`src/rtl/dmem_arbiter.sv`:
```
// Two-port round-robin arbiter and access sequencer in front of datamemory.
// Serialises one access at a time, rejects illegal/misaligned accesses, registers load data.
`timescale 1ns/1ps
module dmem_arbiter #(
    parameter int DM_ADDRESS = 9,
    parameter int DATA_W     = 32
) (
    input  logic                  clk,
    input  logic                  rst_n,
    input  logic                  req0,
    input  logic                  we0,
    input  logic [DM_ADDRESS-1:0] addr0,
    input  logic [DATA_W-1:0]     wdata0,
    input  logic [2:0]            funct3_0,
    input  logic                  req1,
    input  logic                  we1,
    input  logic [DM_ADDRESS-1:0] addr1,
    input  logic [DATA_W-1:0]     wdata1,
    input  logic [2:0]            funct3_1,
    output logic                  gnt0,
    output logic                  gnt1,
    output logic                  rvalid0,
    output logic                  rvalid1,
    output logic [DATA_W-1:0]     rdata0,
    output logic [DATA_W-1:0]     rdata1,
    output logic                  err0,
    output logic                  err1,
    output logic                  MemRead,
    output logic                  MemWrite,
    output logic [DM_ADDRESS-1:0] a,
    output logic [DATA_W-1:0]     wd,
    output logic [2:0]            Funct3,
    input  logic [DATA_W-1:0]     rd
);

    // state | meaning
    // IDLE  | no access in flight, arbitrating
    // ISSUE | command register drives memory, gnt/err pulse
    // RESP  | rvalid for the previous load, arbitrating
    typedef enum logic [1:0] {IDLE, ISSUE, RESP} state_t;

    state_t                state_q, state_d;
    logic                  last_q;
    logic                  sel_q;
    logic                  cmd_we_q;
    logic [DM_ADDRESS-1:0] cmd_addr_q;
    logic [DATA_W-1:0]     cmd_wdata_q;
    logic [2:0]            cmd_f3_q;
    logic [DATA_W-1:0]     rdata0_q, rdata1_q;

    logic bad;
    logic any_req;
    logic pick;
    logic last_eff;
    logic ld_cmd;
    logic issue;
    logic good_load;

    always_comb begin
        bad = 1'b0;
        if (cmd_we_q) begin
            bad = cmd_f3_q[2] | (cmd_f3_q[1:0] == 2'b11);
        end else begin
            bad = (cmd_f3_q[1:0] == 2'b11) | (cmd_f3_q[2] & cmd_f3_q[1]);
        end
        if (cmd_f3_q[1:0] == 2'b01 && cmd_addr_q[0]) begin
            bad = 1'b1;
        end
        if (cmd_f3_q[1:0] == 2'b10 && cmd_addr_q[1:0] != 2'b00) begin
            bad = 1'b1;
        end
    end

    assign issue     = (state_q == ISSUE);
    assign good_load = issue & ~cmd_we_q & ~bad;
    assign any_req   = req0 | req1;
    // Arbitration inside ISSUE must already see the port being granted as "last".
    assign last_eff  = issue ? sel_q : last_q;
    assign pick      = (req0 & req1) ? ~last_eff : req1;

    always_comb begin
        state_d = state_q;
        ld_cmd  = 1'b0;
        unique case (state_q)
            IDLE, RESP: begin
                if (any_req) begin
                    ld_cmd  = 1'b1;
                    state_d = ISSUE;
                end else begin
                    state_d = IDLE;
                end
            end
            ISSUE: begin
                if (good_load) begin
                    state_d = RESP;
                end else if (any_req) begin
                    ld_cmd  = 1'b1;
                    state_d = ISSUE;
                end else begin
                    state_d = IDLE;
                end
            end
            default: state_d = IDLE;
        endcase
    end

    always_ff @(posedge clk) begin
        if (!rst_n) begin
            state_q     <= IDLE;
            last_q      <= 1'b1;
            sel_q       <= 1'b0;
            cmd_we_q    <= 1'b0;
            cmd_addr_q  <= '0;
            cmd_wdata_q <= '0;
            cmd_f3_q    <= '0;
            rdata0_q    <= '0;
            rdata1_q    <= '0;
        end else begin
            state_q <= state_d;
            if (issue) begin
                last_q <= sel_q;
            end
            if (good_load) begin
                if (sel_q) begin
                    rdata1_q <= rd;
                end else begin
                    rdata0_q <= rd;
                end
            end
            if (ld_cmd) begin
                sel_q       <= pick;
                cmd_we_q    <= pick ? we1 : we0;
                cmd_addr_q  <= pick ? addr1 : addr0;
                cmd_wdata_q <= pick ? wdata1 : wdata0;
                cmd_f3_q    <= pick ? funct3_1 : funct3_0;
            end
        end
    end

    // Reset gating keeps an aborted ISSUE from writing memory or signalling a grant.
    assign gnt0     = rst_n & issue & ~sel_q;
    assign gnt1     = rst_n & issue & sel_q;
    assign err0     = gnt0 & bad;
    assign err1     = gnt1 & bad;
    assign rvalid0  = rst_n & (state_q == RESP) & ~sel_q;
    assign rvalid1  = rst_n & (state_q == RESP) & sel_q;
    assign MemRead  = rst_n & issue & ~cmd_we_q & ~bad;
    assign MemWrite = rst_n & issue & cmd_we_q & ~bad;
    assign a        = cmd_addr_q;
    assign wd       = cmd_wdata_q;
    assign Funct3   = cmd_f3_q;
    assign rdata0   = rdata0_q;
    assign rdata1   = rdata1_q;

endmodule

```
`config.mk`:
```
export PLATFORM = sky130hd
export DESIGN_NAME = dmem_arbiter
export DESIGN_NICKNAME = d
export VERILOG_FILES = /design/src/rtl/dmem_arbiter.sv
export SDC_FILE = /design/constraint.sdc
export NUM_CORES = 1
export LEC_CHECK = 0
export CORE_MARGIN = 2
export CORE_UTILIZATION = 40
export CTS_CLUSTER_DIAMETER = 50
export DETAILED_ROUTE_END_ITERATION = 8
export PLACE_DENSITY = 0.8
export SLEW_MARGIN = 40
export SYNTH_ARGS = -nofsm -noshare
export SYNTH_HDL_FRONTEND = slang
export SYNTH_SLANG_ARGS = --single-unit
```
`constraint.sdc`:
```
create_clock -name clk -period 1.9 [get_ports clk]
set_input_delay 0.38 -clock clk [delete_from_list [all_inputs] [get_ports clk]]
set_output_delay 0.38 -clock clk [all_outputs]
set_load 0.02 [all_outputs]
```
---- Word level (Yosys, flattened, before mapping) ----
Cells that the tools add are included.
storage, ports and cells
  register bits ........................... 113
  logic and storage cells ................. 59
  input port bits ......................... 126
cells by class
  multiplexer cells ....................... 15
  eq/ne operators ......................... 5
  reduce and logical (&&, ||, !) cells .... 7
  bitwise gates (word level) .............. 23
operator list
  kind                                                 count
  2-to-1 mux 32 bit                                    1
  bitwise AND 1 bit                                    16
  2-to-1 mux 1 bit                                     9
  2-to-1 mux 9 bit                                     1
  equality test 2 bit, second input constant           3
  equality test 2 x 1 -> 1 bit, second input constant  2
  inverter 1 bit                                       4
  case mux 2 bit (2 select lines)                      1
  AND reduction 2 bit                                  2
  2-to-1 mux 3 bit                                     1
  bitwise OR 1 bit                                     3
  logical AND 1 bit                                    2
  zero test 2 bit                                      1
  2-to-1 mux 2 bit                                     1
  case mux 1 bit (2 select lines)                      1
  nonzero test 2 bit                                   1
  OR reduction 2 bit                                   1

---- Depth between registers and ports, before layout ----
Gate-level depths: netlist (run 1).
  depth after elaboration ................. 9
  depth in mapped cells ................... 7

---- Worst setup path before layout (run 1) ----
OpenSTA, ideal clock, no wires.
  path type ............................... flip-flop to output port
  start ................................... register cmd_addr_q[0], in the netlist a[0]
  end ..................................... output MemWrite
  cell stages (with the launch flop) ...... 4
  required time ........................... 1,520 ps
  setup slack ............................. 2 ps
  arrival ................................. 1,518 ps
  cells stage by stage .................... dfxtp_1 > a21oi_1 > a21o_1 > nor3b_1
between the ends
  longest elaborated chain between the ends .. 5
  elaborated cells on any way between the ends .. 7
  classes of those cells .................. 2 x mux; 2 x bitwise; 3 x reduce/logical
RTL lines
  item                                                            line    source
  start: declaration                                              46      logic [DM_ADDRESS-1:0] cmd_addr_q;
  start signal: assignment                                        133     cmd_addr_q <= pick ? addr1 : addr0;
  logical AND 1 bit / nonzero test 2 bit (equally long branches)  66, 69
  2-to-1 mux 1 bit / logical AND 1 bit (equally long branches)    66, 69
  2-to-1 mux 1 bit *                                              69      if (cmd_f3_q[1:0] == 2'b10 && cmd_addr_q[1:0] != 2'b00) begin
  inverter 1 bit *                                                148     assign MemWrite = rst_n & issue & cmd_we_q & ~bad;
  bitwise AND 1 bit *                                             148
  end: declaration                                                29      output logic MemWrite,
Every way passes the cells marked *; elsewhere a longest branch is shown, timed or not.

---- Final worst setup path (run 1) ----
  start ................................... register cmd_f3_q[2], in the netlist Funct3[2]
  end ..................................... output MemWrite
between the ends
  longest elaborated chain between the ends .. 7
  elaborated cells on any way between the ends .. 8
  classes of those cells .................. 3 x mux; 5 x bitwise
RTL lines
  item                      line  source
  start: declaration        48    logic [2:0] cmd_f3_q;
  start signal: assignment  135   cmd_f3_q <= pick ? funct3_1 : funct3_0;
  bitwise AND 1 bit         64    bad = (cmd_f3_q[1:0] == 2'b11) | (cmd_f3_q[2] & cmd_f3_q[1]);
  bitwise OR 1 bit          64
  2-to-1 mux 1 bit *        61    if (cmd_we_q) begin
  2-to-1 mux 1 bit *        66    if (cmd_f3_q[1:0] == 2'b01 && cmd_addr_q[0]) begin
  2-to-1 mux 1 bit *        69
  inverter 1 bit *          148
  bitwise AND 1 bit *       148
Marked as above.

==> results of run 1 <==
[report_power, final]
part,leakage [nW],switching [W],internal (W),total (W)
registers,0.928,0.000133,0.00260,0.00273
clock network,0.292,0.00106,0.00221,0.00327
logic,2.46,0.00109,0.00113,0.00221
total,3.68,0.00228,0.00594,0.00822
[per-layer routing]
layer  track usage [%]  vias to the layer above  share of wire [%]
li1                  -                     2131                  -
met3              8.79                       16                9.7
met5                 0                        -                  0
met2              41.2                      182                 50
met4              7.15                        0                1.4
met1              23.8                     2069                 39
[flip-flops by register name, indices dropped and copies added, names as in the netlist]
register,cells
state_q,2
a,9
rdata0,32
Funct3,3
cmd_we_q,1
rdata1,32
sel_q,1
wd,32
last_q,1
[path summary, 6_finish.rpt]
kind	from	endpoint	slack, ns	cells after the start
setup reg to reg	state_q[0]	a[1]	0.01	8
setup / recovery	Funct3[2]	MemWrite	-0.10	4
hold reg to reg	rdata0[21]	rdata0[21]	0.49	2
hold / removal	rdata0[21]	rdata0[21]	0.49	2
[logic make-up after synthesis]
group / synth area share [%]
DFF: 46.7
AOI/OAI and AO/OA: 17.6
and+or+nand+nor: 7.64
buffers and inverters: 5.37
muxes: 22.7
[timing repair]
action	4_1_cts	5_1_grt
hold buffers	0	0
gates resized for setup	38	28
gates cloned	0	1
setup endpoints to repair	12	21
pin swaps	1	2
setup buffers	2	4
[worst register-to-register path, stage by stage, from the launching register on]
cell and delay [ns]:
dfxtp_1 0.31, nor2b_2 0.16, buf_4 0.13, buf_4 0.17, o211ai_4 0.21, buf_4 0.17
buf_12 0.17, mux2i_1 0.32, a211oi_2 0.11
[cells in the final DEF, fill, tap and decap left out, drive strengths merged, types with 4 or more instances in the layout]
cell type	instances
a211oi	45
mux2i	110
nor2	70
dfxtp	113
nand2	4
clkdlybuf4s50	229
clkbuf	22
bufinv	4
a21oi	48
clkinv	4
buf	42
[per-stage QoR]
step	setup TNS [ns]	cell area (um^2)
floorplan	0	4850
global placement	-6.46	7570
detailed placement	-9.69	7570
CTS	-0.199	8190
global route	-0.515	8320
finish	-0.216	8320
[area by class of cell]
type                            instances  area (um^2)
Clock buffer                           20          447
Clock inverter                         11          163
Fill cell                             864         3600
Inverter                                3         13.8
Multi-Input combinational cell        295         2450
Sequential cell                       113         2270
Tap cell                              147          184
Timing Repair Buffer                  279         2790
==> reports/metrics.cfg, run 1 <==
[outcome]
status = finished, violations left
violations = negative setup slack

[routing]
ant_nets = 0
dr.pass1.iters = 4
wl_um = 15100
drc = 0
vias = 4398
wl_per_cell_um = 17.4
drt_iter0_markers = 211
viasPerCell = 5.07

[layout]
finalNetCount = 835
drive_above_1_share_pct = 20.2
stdcell_count = 868
final_util_pct = 69.8
antennaDiodeCount = 0
area_growth_pct = 71.6

[worst_setup_path]
critPathRequiredTime_ns = 1.52
path_delay_family = simple AND/OR/NAND/NOR gates
cpPeakStageDelay_ns = 0.33
setup.worst_path.end_class = output pin
slowest_stage = dfxtp_2
crit_type = reg2out
crit_arrival_ns = 1.62
critPathBufInv = 1
path_cells = nor4_4, a21o_1, nor3b_4, buf_6
cp-start-kind = flip-flop
path_max_fanout = 3

[synth]
avgSynthCellArea_um2 = 10.7
ys_types = 28
synth_top_area_cell = dfxtp_1
ys_top_cells_by_count = dfxtp_1 (113), mux2i_1 (110), nor2_1 (70)
ys_warn_count = 0
yosysSeqAreaShare_pct = 46.7
synth_top_area_share_pct = 46.7
synth_area_leaders = dfxtp_1 (47%), mux2i_1 (23%), a211oi_2 (10%)
synthArstFlopShare_pct = 0
synth_area_um2 = 4850
synth_edf_count = 0
ys.flop_type = dfxtp_1
yosysMostFrequentCell = dfxtp_1
ys_ff_latch = 113
syn_nets = 577
synth_cells = 451

[clocking]
clock-sinks = 113
clock_latency_ns = 0.40
cts_inserted_buffers = 17
cts_max_level = 4
cts_root_buf = clkbuf_16
path_clk_slew_ns = 0.05
cts_tree = built
clk_path_buf_depth = 2

[timing]
finalWorstSetupSlack_ns = -0.102
skew_ns = 0.00934
fmax_mhz = 499
period_minus_slack_ns = 2.00
rsz0062_at_grt = true
maxSlewHeadroom_pct = 49.5
tightest_slew_ns = 0.757
hold_slack_ns = 0.492
drv_slew = 0
finalSetupViolations = 3
hold_violations = 0
fin_crit_sh_pct = 105

[placed_design]
pre_cts_slack_ns = -0.565
dp_hpwl_um = 10800
numPortBuffers = 241
dp.cells = 830
gp_congestion = 0.799

[die]
die_h_um = 114
io_pins = 242
die_x_um = 114
initial_utilization_pct = 40.7
rows = 40
core_area_um2 = 11900
dieArea_um2 = 13000

[power_and_ir_drop]
finalPower_w = 0.00822
p_per_area_nw_per_um2 = 988
ir_drop_uv = 519
p_leak_nw = 3.68

[grt]
grt_max_degree = 63
grtUsageTotal_pct = 22.5
grt_pass1_wl_um = 23000
grt_overflow = 0
grt_pass1_vias = 4627
antenna_found_initial = 0

[run]
maxCapViolations = 0

[min_path]
hp-class = reg2reg

Note: power is estimated with default switching activity, not from simulation.
==> run 2: changes to the inputs <==
--- a/config.mk
+++ b/config.mk
@@ -10,7 +10,6 @@
 export CTS_CLUSTER_DIAMETER = 50
 export DETAILED_ROUTE_END_ITERATION = 8
 export PLACE_DENSITY = 0.8
-export SLEW_MARGIN = 40
 export SYNTH_ARGS = -nofsm -noshare
 export SYNTH_HDL_FRONTEND = slang
 export SYNTH_SLANG_ARGS = --single-unit
==> results of run 2 <==
Same layout as run 1: the final DEF is identical, and so are final timing and power.
==> run 3: changes to the inputs <==
--- a/config.mk
+++ b/config.mk
@@ -5,6 +5,7 @@
 export SDC_FILE = /design/constraint.sdc
 export NUM_CORES = 1
 export LEC_CHECK = 0
+export CORE_ASPECT_RATIO = 2
 export CORE_MARGIN = 2
 export CORE_UTILIZATION = 40
 export CTS_CLUSTER_DIAMETER = 50
==> reports/metrics.cfg, run 3 (synthesized netlist as in run 1, its figures left out) <==
[power_and_ir_drop]
internal_power_w = 0.00582  ; -1.9%
pwr-share-clk_pct = 39.4  ; -0.4 points
p_per_area_nw_per_um2 = 975  ; -1.4%
p_sw_share_pct = 27.6  ; -0.14 points
pwr-share-seq_pct = 33.9  ; +0.7 points
p_leak_nw = 3.68  ; +0.16%
p_comb_share_pct = 26.7  ; -0.2 points
ir_drop_uv = 642  ; +24%
p_switching_w = 0.00222  ; -2.6%

[layout]
final_util_pct = 70.1  ; +0.33 points
fill_cells = 877  ; +1.5%
drive_above_1_share_pct = 18.3  ; -1.9 points
multiInputGateArea_um2 = 2400  ; -1.8%
area_growth_pct = 70.3
mostFrequentLayoutCell = clkdlybuf4s50_1
antennaDiodeCount = 0  ; unchanged
finalNetCount = 834  ; -0.12%
ff_latch_area_um2 = 2270  ; about the same
most-common-layout-cells = clkdlybuf4s50_1 (228), mux2i_1 (110), dfxtp_1 (109), nor2_1 (70), a21oi_1 (47)

[routing]
drc = 0  ; unchanged
wl_um = 14900  ; -1.5%
drt_iter0_markers = 125  ; -41%
wl_per_cell_um = 17.1  ; -1.3%
dr.pass1.iters = 4  ; unchanged
viasPerCell = 5.11  ; +0.80%
ant_nets = 0  ; unchanged
vias = 4423  ; +0.57%

[timing]
finalWorstSetupSlack_ns = -0.0495  ; +0.0529 ns
maxSlewHeadroom_pct = 68.5  ; +19 points
tightest_slew_ns = 0.472  ; -0.285 ns
period_minus_slack_ns = 1.95  ; -0.0529 ns
fin_crit_sh_pct = 103  ; -2.8 points
hold_violations = 0  ; unchanged
drv_slew = 0  ; unchanged
rsz0062_at_grt = true
finalSetupViolations = 3  ; unchanged
tns_ns = -0.116  ; +0.0994 ns
skew_ns = 0.0103  ; +0.000975 ns
fmax_mhz = 513  ; +2.7%

[grt]
grtUsageTotal_pct = 22.4  ; -0.11 points
grt_pass1_wl_um = 22800  ; -1.1%
grt_pass1_vias = 4702  ; +1.6%
antenna_found_initial = 0  ; unchanged
grt_overflow = 0  ; unchanged
grt_max_degree = 78  ; +24%

[clocking]
clock_latency_ns = 0.40  ; about the same
clock-sinks = 113  ; unchanged
cts_tree = built
clk_path_buf_depth = 2  ; unchanged
cts_root_buf = clkbuf_16
path_clk_slew_ns = 0.05  ; about the same
cts_max_level = 4  ; unchanged
cts_inserted_buffers = 17  ; unchanged

[die]
initial_utilization_pct = 41.2  ; +0.48 points
io_pins = 242  ; unchanged
rows = 56  ; +40%
dieArea_um2 = 13100  ; +0.41%
core_area_um2 = 11800  ; -1.2%
die_x_um = 81.8  ; -28%
die_h_um = 160  ; +40%

[run]
maxCapViolations = 0  ; unchanged

[worst_setup_path]
r2r_start = a[1]
path_max_fanout = 3  ; unchanged
timing.critical_path.from = Funct3[0]
cp-start-kind = flip-flop
setup.worst_path.end_class = output pin
crit_arrival_ns = 1.57  ; -0.05 ns
crit_type = reg2out
critPathRequiredTime_ns = 1.52  ; about the same

[placed_design]
gp_congestion = 0.777  ; -2.8%
dp_hpwl_um = 11200  ; +4.0%
pre_cts_slack_ns = -0.519  ; +0.0459 ns
numPortBuffers = 241  ; unchanged

[outcome]
status = finished, violations left
violations = negative setup slack

[min_path]
hp-class = reg2reg
hp-start = rdata1[19]

[run 3: area by class of cell]
class | count | share of cell area (%)
clock buffer | 22 | 5.62
clock inverter | 10 | 1.62
inverter | 3 | 0.167
multi-input combinational | 295 | 29.1
sequential | 113 | 27.5
tap | 145 | 2.20
timing repair buffer | 278 | 33.8
[run 3: final timing paths]
kind / slack (ns) / depth (start not counted) / end
max reg2reg: 0.13 / 7 / wd[2]
min reg2reg: 0.50 / 2 / rdata1[19]
max: -0.05 / 5 / err0
min: 0.50 / 2 / rdata1[19]
[run 3: metal layers]
metal  vias to the layer above  global-route usage [%]  part of all wire, %
met5                         -                       0                    0
met4                         0                    9.32                  3.2
met3                        34                    6.44                  7.0
met2                       179                    42.9                   56
met1                      2080                    20.9                   33
li1                       2130                       -                    -
[run 3: critical path, stage by stage (launching register included)]
cell and delay [ns]:
dfxtp_2 0.37, a21oi_1 0.10, a21o_1 0.22, buf_4 0.14, nor3_2 0.16, buf_4 0.18
[run 3: repair_timing]
action	in CTS	in global routing
pin swaps	2	2
hold buffers	0	0
endpoints found under the setup margin	12	29
setup buffers	1	1
resized for setup	46	7
[run 3: through the flow]
stage,instances,area [um^2],power (W),hold WS [ns]
global route,866,8260,0.00838,0.532
finish,866,8260,0.00805,0.496
global placement,832,7630,0.00487,0.474
CTS,865,8240,0.00811,0.502
floorplan,451,4850,0.00389,0.440
detailed placement,832,7630,0.00492,0.487
[run 3: power groups by stage]
stage          combinational (W)  clock [W]  sequential (W)
6_report                 0.00215    0.00317         0.00273
5_1_grt                  0.00229    0.00333         0.00276
4_1_cts                  0.00216    0.00322         0.00273
3_5_place_dp             0.00215          0         0.00277
3_3_place_gp             0.00211          0         0.00276
2_1_floorplan           0.000876          0         0.00301
